$ cat src/rtl/rename_nwide.sv
// rename_nwide: WIDTH-wide register rename stage.
// Renames an in-order prefix of up to WIDTH decoded slots per cycle against the
// F-RAT, allocates destinations from the free-list head, and resolves
// intra-group RAW/WAW hazards. The renamed group is registered behind a
// valid/ready handshake. Groups are accepted whole or not at all.
// Optional feature: define RENAME_STALL_CNT_EN to add saturating per-cause stall counters.
module rename_nwide #(
  parameter int WIDTH     = 2,
  parameter int LOG_ARCH  = 5,
  parameter int NUM_ARCH  = 32,
  parameter int LOG_PHYS  = 6,
  parameter int PAYLOAD_W = 128,
  parameter int CRED_W    = 6,
  localparam int POP_W    = $clog2(WIDTH + 1)
) (
  input  logic                          CLK,
  input  logic                          RESET,
  input  logic                          Flush,
  input  logic [WIDTH-1:0]              In_valid,
  input  logic [WIDTH*LOG_ARCH-1:0]     In_src_a,
  input  logic [WIDTH*LOG_ARCH-1:0]     In_src_b,
  input  logic [WIDTH*LOG_ARCH-1:0]     In_dst,
  input  logic [WIDTH-1:0]              In_regwrite,
  input  logic [WIDTH-1:0]              In_is_mem,
  input  logic [WIDTH*PAYLOAD_W-1:0]    In_payload,
  output logic                          In_ready,
  input  logic [NUM_ARCH*LOG_PHYS-1:0]  Map_flat,
  input  logic [NUM_ARCH-1:0]           Busy_list,
  input  logic [WIDTH*LOG_PHYS-1:0]     Free_regs,
  input  logic [LOG_PHYS:0]             Free_count,
  input  logic [CRED_W-1:0]             Rob_cred,
  input  logic [CRED_W-1:0]             Iq_cred,
  input  logic [CRED_W-1:0]             Lsq_cred,
  output logic [POP_W-1:0]              Free_pop_cnt,
  output logic [WIDTH-1:0]              Rat_wr_en,
  output logic [WIDTH*LOG_ARCH-1:0]     Rat_wr_arch,
  output logic [WIDTH*LOG_PHYS-1:0]     Rat_wr_phys,
  output logic [WIDTH-1:0]              Out_valid,
  input  logic                          Out_ready,
  output logic [WIDTH*LOG_PHYS-1:0]     Out_src_a_phys,
  output logic [WIDTH*LOG_PHYS-1:0]     Out_src_b_phys,
  output logic [WIDTH-1:0]              Out_src_a_rdy,
  output logic [WIDTH-1:0]              Out_src_b_rdy,
  output logic [WIDTH*LOG_PHYS-1:0]     Out_dst_phys,
  output logic [WIDTH*LOG_PHYS-1:0]     Out_old_phys,
  output logic [WIDTH-1:0]              Out_has_dst,
  output logic [WIDTH*PAYLOAD_W-1:0]    Out_payload,
  output logic                          Blocked,
  output logic [2:0]                    Stall_reason
`ifdef RENAME_STALL_CNT_EN
  ,
  output logic [31:0]                   Stall_cnt_rob,
  output logic [31:0]                   Stall_cnt_fl,
  output logic [31:0]                   Stall_cnt_iq,
  output logic [31:0]                   Stall_cnt_lsq,
  output logic [31:0]                   Stall_cnt_bp
`endif
);

  // Counts are widened so credit and free-count compares never truncate.
  localparam int CMP_W = (CRED_W > LOG_PHYS + 1) ? CRED_W : LOG_PHYS + 1;

  localparam logic [2:0] CAUSE_NONE = 3'd0;
  localparam logic [2:0] CAUSE_BP   = 3'd1;
  localparam logic [2:0] CAUSE_ROB  = 3'd2;
  localparam logic [2:0] CAUSE_FL   = 3'd3;
  localparam logic [2:0] CAUSE_IQ   = 3'd4;
  localparam logic [2:0] CAUSE_LSQ  = 3'd5;

  logic [LOG_ARCH-1:0] src_a    [WIDTH];
  logic [LOG_ARCH-1:0] src_b    [WIDTH];
  logic [LOG_ARCH-1:0] dst      [WIDTH];
  logic [LOG_PHYS-1:0] free_arr [WIDTH];
  logic [LOG_PHYS-1:0] map_arr  [NUM_ARCH];

  logic [WIDTH-1:0]    vld, wr, mem, last_wr, sa_rdy, sb_rdy;
  logic [LOG_PHYS-1:0] new_phys [WIDTH];
  logic [LOG_PHYS-1:0] sa_phys  [WIDTH];
  logic [LOG_PHYS-1:0] sb_phys  [WIDTH];
  logic [LOG_PHYS-1:0] old_phys [WIDTH];
  logic [CMP_W-1:0]    nv, nd, nm;

  logic out_free, rob_ok, fl_ok, iq_ok, lsq_ok, fire;
  logic [2:0] cause;

  logic [WIDTH*LOG_PHYS-1:0] nxt_sa_phys, nxt_sb_phys, nxt_dst_phys, nxt_old_phys;

  // Unpack flat buses into per-slot / per-arch-reg arrays.
  always_comb begin
    for (int a = 0; a < NUM_ARCH; a++) begin
      map_arr[a] = Map_flat[a*LOG_PHYS +: LOG_PHYS];
    end
    for (int j = 0; j < WIDTH; j++) begin
      src_a[j]    = In_src_a[j*LOG_ARCH +: LOG_ARCH];
      src_b[j]    = In_src_b[j*LOG_ARCH +: LOG_ARCH];
      dst[j]      = In_dst[j*LOG_ARCH +: LOG_ARCH];
      free_arr[j] = Free_regs[j*LOG_PHYS +: LOG_PHYS];
    end
  end

  // Slot qualification, resource counts and in-order free-list allocation.
  always_comb begin
    int   cnt;
    logic run;
    vld = '0;
    wr  = '0;
    mem = '0;
    nv  = '0;
    nd  = '0;
    nm  = '0;
    cnt = 0;
    run = 1'b1;
    for (int j = 0; j < WIDTH; j++) begin
      // Only the contiguous prefix from slot 0 is treated as valid.
      run    = run & In_valid[j];
      vld[j] = run;
      wr[j]  = vld[j] & In_regwrite[j] & (dst[j] != '0);
      mem[j] = vld[j] & In_is_mem[j];
      new_phys[j] = '0;
      for (int k = 0; k < WIDTH; k++) begin
        if (wr[j] && k == cnt) new_phys[j] = free_arr[k];
      end
      if (vld[j]) nv = nv + CMP_W'(1);
      if (mem[j]) nm = nm + CMP_W'(1);
      if (wr[j]) begin
        nd  = nd + CMP_W'(1);
        cnt = cnt + 1;
      end
    end
  end

  // Source/old-mapping lookup with in-group bypass; youngest older writer wins.
  always_comb begin
    for (int j = 0; j < WIDTH; j++) begin
      sa_phys[j]  = map_arr[src_a[j]];
      sa_rdy[j]   = ~Busy_list[src_a[j]];
      sb_phys[j]  = map_arr[src_b[j]];
      sb_rdy[j]   = ~Busy_list[src_b[j]];
      old_phys[j] = map_arr[dst[j]];
      for (int i = 0; i < j; i++) begin
        if (wr[i] && dst[i] == src_a[j]) begin
          sa_phys[j] = new_phys[i];
          sa_rdy[j]  = 1'b0;
        end
        if (wr[i] && dst[i] == src_b[j]) begin
          sb_phys[j] = new_phys[i];
          sb_rdy[j]  = 1'b0;
        end
        if (wr[i] && dst[i] == dst[j]) old_phys[j] = new_phys[i];
      end
      if (src_a[j] == '0) begin
        sa_phys[j] = '0;
        sa_rdy[j]  = 1'b1;
      end
      if (src_b[j] == '0) begin
        sb_phys[j] = '0;
        sb_rdy[j]  = 1'b1;
      end
      if (!wr[j]) old_phys[j] = '0;
      // A younger writer of the same arch reg supersedes this slot's RAT update.
      last_wr[j] = wr[j];
      for (int i = j + 1; i < WIDTH; i++) begin
        if (wr[i] && dst[i] == dst[j]) last_wr[j] = 1'b0;
      end
    end
  end

  // Accept decision and stall cause (bp > ROB > FL > IQ > LSQ).
  always_comb begin
    out_free = ~Out_valid[0] | Out_ready;
    rob_ok   = CMP_W'(Rob_cred)   >= nv;
    fl_ok    = CMP_W'(Free_count) >= nd;
    iq_ok    = CMP_W'(Iq_cred)    >= nv;
    lsq_ok   = CMP_W'(Lsq_cred)   >= nm;
    In_ready = ~Flush & out_free & rob_ok & fl_ok & iq_ok & lsq_ok;
    fire     = In_valid[0] & In_ready;
    cause    = CAUSE_NONE;
    if (!Flush && In_valid[0]) begin
      if (!out_free)    cause = CAUSE_BP;
      else if (!rob_ok) cause = CAUSE_ROB;
      else if (!fl_ok)  cause = CAUSE_FL;
      else if (!iq_ok)  cause = CAUSE_IQ;
      else if (!lsq_ok) cause = CAUSE_LSQ;
    end
  end

  // Free-list pop, F-RAT write port and flattened next-group fields.
  always_comb begin
    Free_pop_cnt = fire ? nd[POP_W-1:0] : '0;
    Rat_wr_en    = fire ? last_wr : '0;
    for (int j = 0; j < WIDTH; j++) begin
      Rat_wr_arch[j*LOG_ARCH +: LOG_ARCH]  = dst[j];
      Rat_wr_phys[j*LOG_PHYS +: LOG_PHYS]  = new_phys[j];
      nxt_sa_phys[j*LOG_PHYS +: LOG_PHYS]  = sa_phys[j];
      nxt_sb_phys[j*LOG_PHYS +: LOG_PHYS]  = sb_phys[j];
      nxt_dst_phys[j*LOG_PHYS +: LOG_PHYS] = new_phys[j];
      nxt_old_phys[j*LOG_PHYS +: LOG_PHYS] = old_phys[j];
    end
  end

  // Output group register: load on Fire, drop on Flush or when consumed.
  always_ff @(posedge CLK or posedge RESET) begin
    if (RESET) begin
      Out_valid      <= '0;
      Out_src_a_phys <= '0;
      Out_src_b_phys <= '0;
      Out_src_a_rdy  <= '0;
      Out_src_b_rdy  <= '0;
      Out_dst_phys   <= '0;
      Out_old_phys   <= '0;
      Out_has_dst    <= '0;
      Out_payload    <= '0;
      Blocked        <= 1'b0;
      Stall_reason   <= CAUSE_NONE;
    end else begin
      Blocked      <= (cause != CAUSE_NONE);
      Stall_reason <= cause;
      if (Flush) begin
        Out_valid <= '0;
      end else if (fire) begin
        Out_valid      <= vld;
        Out_src_a_phys <= nxt_sa_phys;
        Out_src_b_phys <= nxt_sb_phys;
        Out_src_a_rdy  <= sa_rdy;
        Out_src_b_rdy  <= sb_rdy;
        Out_dst_phys   <= nxt_dst_phys;
        Out_old_phys   <= nxt_old_phys;
        Out_has_dst    <= wr;
        Out_payload    <= In_payload;
      end else if (Out_ready) begin
        Out_valid <= '0;
      end
    end
  end

`ifdef RENAME_STALL_CNT_EN
  // Per-cause saturating stall counters, cleared only by reset.
  always_ff @(posedge CLK or posedge RESET) begin
    if (RESET) begin
      Stall_cnt_rob <= '0;
      Stall_cnt_fl  <= '0;
      Stall_cnt_iq  <= '0;
      Stall_cnt_lsq <= '0;
      Stall_cnt_bp  <= '0;
    end else begin
      if (cause == CAUSE_ROB && Stall_cnt_rob != '1) Stall_cnt_rob <= Stall_cnt_rob + 32'd1;
      if (cause == CAUSE_FL  && Stall_cnt_fl  != '1) Stall_cnt_fl  <= Stall_cnt_fl  + 32'd1;
      if (cause == CAUSE_IQ  && Stall_cnt_iq  != '1) Stall_cnt_iq  <= Stall_cnt_iq  + 32'd1;
      if (cause == CAUSE_LSQ && Stall_cnt_lsq != '1) Stall_cnt_lsq <= Stall_cnt_lsq + 32'd1;
      if (cause == CAUSE_BP  && Stall_cnt_bp  != '1) Stall_cnt_bp  <= Stall_cnt_bp  + 32'd1;
    end
  end
`else
  // Stall counters not built in this configuration.
`endif

endmodule

$ cat config.mk
export PLATFORM = sky130hd
export DESIGN_NAME = rename_nwide
export DESIGN_NICKNAME = d
export VERILOG_FILES = /design/src/rtl/rename_nwide.sv
export SDC_FILE = /design/constraint.sdc
export NUM_CORES = 1
export LEC_CHECK = 0
export ABC_AREA = 1
export BUFFER_PORTS_ARGS = -buffer_cell sky130_fd_sc_hd__clkbuf_2
export CAP_MARGIN = 20
export CORE_AREA = 2 2 354 356
export CTS_CLUSTER_DIAMETER = 80
export DETAILED_ROUTE_END_ITERATION = 10
export DIE_AREA = 0 0 356 358
export GPL_TIMING_DRIVEN = 0
export PLACE_DENSITY_LB_ADDON = 0.3
export SLEW_MARGIN = 20
export SYNTH_ARGS = -nofsm -noshare
export SYNTH_HDL_FRONTEND = slang
export SYNTH_SLANG_ARGS = --single-unit
$ cat constraint.sdc
create_clock -name CLK -period 13.76 [get_ports CLK]
set_clock_uncertainty 0.1 [all_clocks]
set_input_delay 0.688 -clock CLK [delete_from_list [all_inputs] [get_ports CLK]]
set_output_delay 0.688 -clock CLK [all_outputs]
set_load 0.02 [all_outputs]
==> flow_summary.yaml, run 1 <==
place:
  place_congestion: 1.05
  place_area_um2: 31200
  io_buffers: 880
  dpl.hpwl_mm: 184
job:
  drv_cap: 0
grt:
  grt_max_degree: 89
  grt_pass1_wl_mm: 297
  first_global_vias: 33159
  overflow: 0
  grt_usage_pct: 34.1
  antenna_found_initial: 27
power_and_ir_drop:
  power.density_nw_per_um2: 113
  irDropWorstVdd_uv: 104
  p_leak_nw: 17.3
  power_mw: 3.66
worst_setup_path:
  r2r-end: "Out_src_a_phys[5]"
  path_cells: "buf_2 -> inv_2 -> clkbuf_1 -> nand4_1 -> nand3_1 -> inv_1 -> ha_1 -> ha_1 -> inv_1 -> nand2_1 -> nand2_1 -> nand4_1 -> nand2_1 -> inv_1 -> nand3_2 -> buf_2 -> buf_2 -> nor2_1 -> clkbuf_2"
  max_stage_delay_ns: 0.60
  reg2reg_slack_ns: 10.78
  worst_ep_arrival_time_ns: 4.94
  endpoint_kind: "output pin"
  cp_data_required_time_ns: 12.97
  critPathMaxFanout: 10
  critPathLaunchType: "primary input"
  r2r_start: "Out_valid[0]"
  worstSetupPathType: "in2out"
  cp.buffers_inverters: 9
  cp_top_family: "buffers and inverters"
  reg2regPathDepth: 7
  crit_slowest_cell: "clkbuf_1"
die:
  die_y_um: 358
  pin_count: 900
  fp-row-count: 129
  fp.dieW_um: 356
  initial_core_util_pct: 20.0
  die-area_um2: 127000
  coreArea_um2: 123000
drt:
  wl_met2_mm: 93.0
  drt_iter0_drc: 4782
  wl_per_cell_um: 34.0
  ant_nets: 0
  via_count: 35614
  top_layer: "met5"
  wirelength_mm: 227
  met3_length_mm: 26.1
  viasPerCell: 5.32
  wl_met1_mm: 95.8
  drc_errors: 0
  drt_first_pass_iters: 8
layout:
  final-seq-area_um2: 7910
  fill_cells: 14317
  fin_util_pct: 26.3
  synthToLayoutAreaGrowth_pct: 31.5
  drive_gt1_share_pct: 22.1
  stdcell_area_um2: 32400
  multi_input_area_um2: 14500
  nNetsFinal: 5583
clock_tree:
  cts-hold-fix-buffers: 0
  root_buffer: "clkbuf_16"
  cts_buffer_depth: 3
  insertion_delay_ns: 0.55
  post-cts-setup-buffers: 0
  cts_buffers: 38
  clk_pin_slew_worst_paths_ns: 0.06
  h-tree-depth: 2
  cts.repair.resized: 0
  cts_tree: "built"
  clock-sinks: 316
synthesis:
  synthFlopType: "dfrtp_1"
  async_flop_share_pct: 100
  yosysTopAreaCellShare_pct: 32.0
  synth_area_leaders: "dfrtp_1 (32%), nand2_1 (26%), nand3_1 (11%), o21ai_0 (5.8%), a21oi_1 (4.9%)"
  syn_inst: 4092
  yosys.area.top_type: "dfrtp_1"
  syn_area_um2: 24700
  synth_most_common_cell: "nand2_1"
  synth_cell_types: 29
  ys_warn_count: 0
  synth_common_cells: "nand2_1 (1742), nand3_1 (558), dfrtp_1 (316), o21ai_0 (284), a21oi_1 (241)"
  synth.net_count: 4660
  synth-seq-cells: 316
  seq_area_frac_synth_pct: 32.0
  synth_edf_count: 0
  syn_avg_cell_area_um2: 6.03
timing:
  hold_slack_ns: 0.138
  finalCritPeriodShare_pct: 41.7
  setup_viol: 0
  drv_slew: 0
  period_needed_ns: 5.73
  rsz0062_at_grt: "false"
  max-slew-margin-rel_pct: 12.5
  tightestPinTransition_ns: 1.31
  fmax_mhz: 174
  timing_hold_violations_final: 0
  setup-tns-final_ns: 0
run_status:
  outcome: "finished clean"
min_path:
  hold_path.class: "in2async"
## how the worst max path moves through the flow
| stage | from | to | cells past startpoint | slack (ns) |
|---|---|---|---|---|
| 2_1_floorplan | RESET | Blocked | 1 | 4.23 |
| 3_3_place_gp | RESET | Out_payload[180] | 2 | -0.47 |
| 3_5_place_dp | In_dst[5] | Free_pop_cnt[0] | 19 | 7.94 |
| 4_1_cts | In_dst[5] | Free_pop_cnt[0] | 19 | 7.93 |
| 5_1_grt | In_dst[5] | Rat_wr_en[0] | 19 | 7.76 |
| 6_report | In_dst[5] | Free_pop_cnt[0] | 19 | 8.03 |
## per-layer routing
metal / vias up / track usage [%]
met5: - / 0
met4: 6 / 16.4
met3: 491 / 9.79
met2: 2509 / 48.6
met1: 17322 / 46.8
li1: 15286 / -
## cells by family after synthesis
logic type / count (synthesis) / synth area share (%)
adders and majority gates: 11 / 0.558
and+or+nand+nor: 2520 / 42.0
xor gates and xnor gates: 10 / 0.355
buffers and inverters: 540 / 9.26
AOI/OAI and AO/OA: 695 / 15.8
DFF: 316 / 32.0
## area by class of cell
| class | instances | area share [%] |
|---|---|---|
| antenna | 16 | 0.123 |
| buffer | 321 | 4.52 |
| clock buffer | 55 | 3.32 |
| clock inverter | 9 | 0.316 |
| inverter | 219 | 2.56 |
| multi-input combinational | 3236 | 44.7 |
| sequential | 316 | 24.4 |
| tap | 1637 | 6.31 |
| timing repair buffer | 883 | 13.8 |
## cells in the final DEF (no fill, tap or decap), drive strengths merged, types with 9 or more instances in the layout
master | Yosys | layout
o211ai | 159 | 159
nor2 | 150 | 150
a21oi | 241 | 241
buf | 187 | 190
clkinv | 2 | 9
nand4 | 56 | 56
ha | 11 | 11
inv | 217 | 217
o21ai | 284 | 284
clkbuf | 134 | 1069
nand2 | 1742 | 1742
diode | 0 | 16
nand3 | 560 | 560
dfrtp | 316 | 316
## where the power goes
group / total, mW / internal (mW) / switching [mW]
clock: 0.997 / 0.563 / 0.433
sequential: 1.20 / 1.09 / 0.115
combinational: 1.46 / 0.375 / 1.08
## through the flow
stage,setup WS [ns],cells
3_3_place_gp,-0.470,6609
5_1_grt,7.76,6681
6_report,8.03,6692
2_1_floorplan,4.23,4092
3_5_place_dp,7.94,6612
4_1_cts,7.93,6676
## worst reg2reg max path, cell delays in order, from the launching register on
cell and delay, ns:
dfrtp_1 0.39, nand2_1 0.11, inv_1 0.08, nor2_2 0.13
nand3_2 0.43, nor2_1 1.03, nand3_1 0.49, nand2_1 0.16
## state kept, by name, summed over array words and instances, names as in the netlist, 3 cells and up
name,count
Out_payload,256
Out_dst_phys,12
Out_old_phys,12
Stall_reason,3
Out_src_b_phys,12
Out_src_a_phys,12
Power figures use the tool's default switching activity.
==> run 2: changes to the inputs <==
Clock period 13.76 ns to 4.9 ns, I/O delays scaled along.
==> run 2 against run 1 <==
Against the previous run:
- routed wire length fell by 2.4%
- total power increased to 2.9 times the previous value
- sequential power grew to 2.8 times the previous value
- sequential share of layout area shrank 2.0 points
- sequential cell count unchanged
- worst setup slack lost 7.7 ns
- count of clock-buffer cells in the layout down 4
- register-to-register slack lost 8.7 ns
- clock power rose to 3.1 times the previous value
- die area unchanged
- critical endpoint is now Rat_wr_en[0]
- largest cell class unchanged
==> flow_summary.yaml, run 2 (synthesis results as in run 1) <==
drt:
  drt_first_pass_iters: 8
  viasPerCell: 5.28
  via_count: 36732
  ant_nets: 0
  top_layer: "met5"
  wl_met1_mm: 94.3
  wl_met2_mm: 89.5
  wl_per_cell_um: 31.9
  drt_iter0_drc: 5127
  met3_length_mm: 25.7
  drc_errors: 0
  wirelength_mm: 222
layout:
  synthToLayoutAreaGrowth_pct: 43.3
  largest_reg_flops: 256
  fin_util_pct: 28.7
  final_cell_mix: "nand2_1 (1742), clkbuf_2 (880), nand3_1 (558)"
  nNetsFinal: 5854
  final_common_cell: "nand2_1"
  drive_gt1_share_pct: 21.4
  regMostFlops: "Out_payload"
timing:
  finalCritPeriodShare_pct: 94.3
  max-slew-margin-rel_pct: 20.0
  timing_hold_violations_final: 0
  rsz0062_at_grt: "false"
  hold_slack_ns: 0.0480
  fmax_mhz: 216
  setup_viol: 0
  tightestPinTransition_ns: 1.20
  period_needed_ns: 4.62
  drv_slew: 0
worst_setup_path:
  critPathLaunchType: "primary input"
  cp_data_required_time_ns: 4.55
  critPathMaxFanout: 10
  cp.depth: 18
  crit_slowest_cell: "buf_2"
  reg2reg_slack_ns: 2.09
  endpoint: "Rat_wr_en[0]"
  endpoint_kind: "output pin"
  cpMostUsedCell: "inv_1"
  path_cells: "clkbuf_2 -> buf_2 -> nor2_1 -> nand3_1 -> nand3_4 -> inv_2 -> ha_1 -> inv_1 -> ha_1 -> nand2_1 -> nand4_1 -> nand2_1 -> inv_1 -> nand3_4 -> nor2_4 -> inv_1 -> a21oi_1 -> clkbuf_2"
  worstSetupPathType: "in2out"
  cp_top_family: "buffers and inverters"
  worst_ep_arrival_time_ns: 4.28
  cp.buffers_inverters: 7
  r2r_start: "Out_valid[0]"
  r2r-end: "Out_src_b_phys[4]"
  reg2regPathDepth: 10
  max_stage_delay_ns: 0.46
  crit_start: "In_dst[2]"
clock_tree:
  cts_tree: "built"
  insertion_delay_ns: 0.55
  cts_buffers: 39
  h-tree-depth: 2
  cts_buffer_depth: 3
  post-cts-setup-buffers: 0
  clk_pin_slew_worst_paths_ns: 0.06
  root_buffer: "clkbuf_16"
  clock-sinks: 316
power_and_ir_drop:
  p_int_mw: 6.04
  irDropWorstVdd_uv: 226
  p_comb_share_pct: 40.2
  seq_power_share_pct: 31.2
  p_sw_mw: 4.62
  swShare_pct: 43.3
  power.density_nw_per_um2: 301
  p_leak_nw: 18.5
  clockPowerShare_pct: 28.6
die:
  fp.dieW_um: 356
  pin_count: 900
  initial_core_util_pct: 20.0
  die-area_um2: 127000
  die_y_um: 358
  fp-row-count: 129
  coreArea_um2: 123000
grt:
  antenna_found_initial: 18
  overflow: 0
  grt_max_degree: 33
  grt_usage_pct: 33.1
  grt_pass1_wl_mm: 291
  first_global_vias: 34312
run_status:
  outcome: "finished clean"
place:
  place_congestion: 1.05
  io_buffers: 880
  dpl.hpwl_mm: 178
job:
  drv_cap: 0
min_path:
  hold_path.class: "in2reg"
run 2: cell types whose count changed in the layout (fill, tap and decap cells not counted), sizes merged:
cell	change
clkbuf	-5
inv	+3
dlygate4sd3	+262
clkinvlp	+2
bufinv	+2
buf	+9
diode	-11
run 2: how the worst min path moves through the flow:
stage                             start               end  slack, ns  cells past startpoint
after global placement    In_payload[1]    Out_payload[1]       0.34                      3
final                      Free_regs[9]   Out_dst_phys[9]       0.05                      5
after detailed placement          RESET  Out_payload[115]       0.18                      2
after CTS                 Free_regs[11]  Out_dst_phys[11]      0.004                      5
after floorplan                   Flush      Out_valid[0]       0.25                      1
after global routing      Free_regs[11]  Out_dst_phys[11]       0.03                      5
run 2: worst register-to-register path: stages (launching register included):
cell     delay [ns]
dfrtp_1        0.38
nand2_1        0.12
inv_1          0.08
nor2_2         0.18
nand2_1        0.10
nor2_2         0.41
buf_4          0.39
nand2_1        0.33
inv_2          0.27
nand3_1        0.26
nand2_1        0.13
run 2: cell type report:
class	count	area, um2
repair buffers	1154	7290
fillers	14040	87900
clock buffers	51	1120
inverters	219	826
flip-flops and latches	316	7910
well taps	1637	2050
clock inverters	16	203
plain buffers	320	1460
diodes	5	12.5
multi-input cells	3236	14500
run 2: what timing repair did:
action	4_1_cts	5_1_grt
endpoints found under the setup margin	1	1
hold buffers	262	0
gates resized for setup	1	1
hold endpoints to repair	315	0
cloned	0	0
run 2: through the flow:
stage	TNS, ns	setup slack [ns]	instances	power (mW)	cell area, um2
2_1_floorplan	0	0.344	4092	5.24	24700
3_3_place_gp	-685.27	-2.21	6609	7.30	31100
3_5_place_dp	-4.60	-0.314	6621	7.32	31400
4_1_cts	0	0.0645	6949	10.6	35300
5_1_grt	0	0.201	6949	11.1	35400
6_report	0	0.279	6954	10.7	35400
run 2: layer usage:
metal	up-vias	track usage [%]
li1	15801	-
met2	2550	46.8
met1	17854	45.3
met5	-	0
met4	6	15.9
met3	521	10.1
run 2: power by group through the flow:
stage | Combinational, mW | Sequential (mW) | Clock, mW
3_5_place_dp | 3.97 | 3.35 | 0
5_1_grt | 4.47 | 3.37 | 3.21
2_1_floorplan | 1.37 | 3.87 | 0
6_report | 4.28 | 3.32 | 3.05
3_3_place_gp | 3.95 | 3.35 | 0
4_1_cts | 4.17 | 3.31 | 3.12
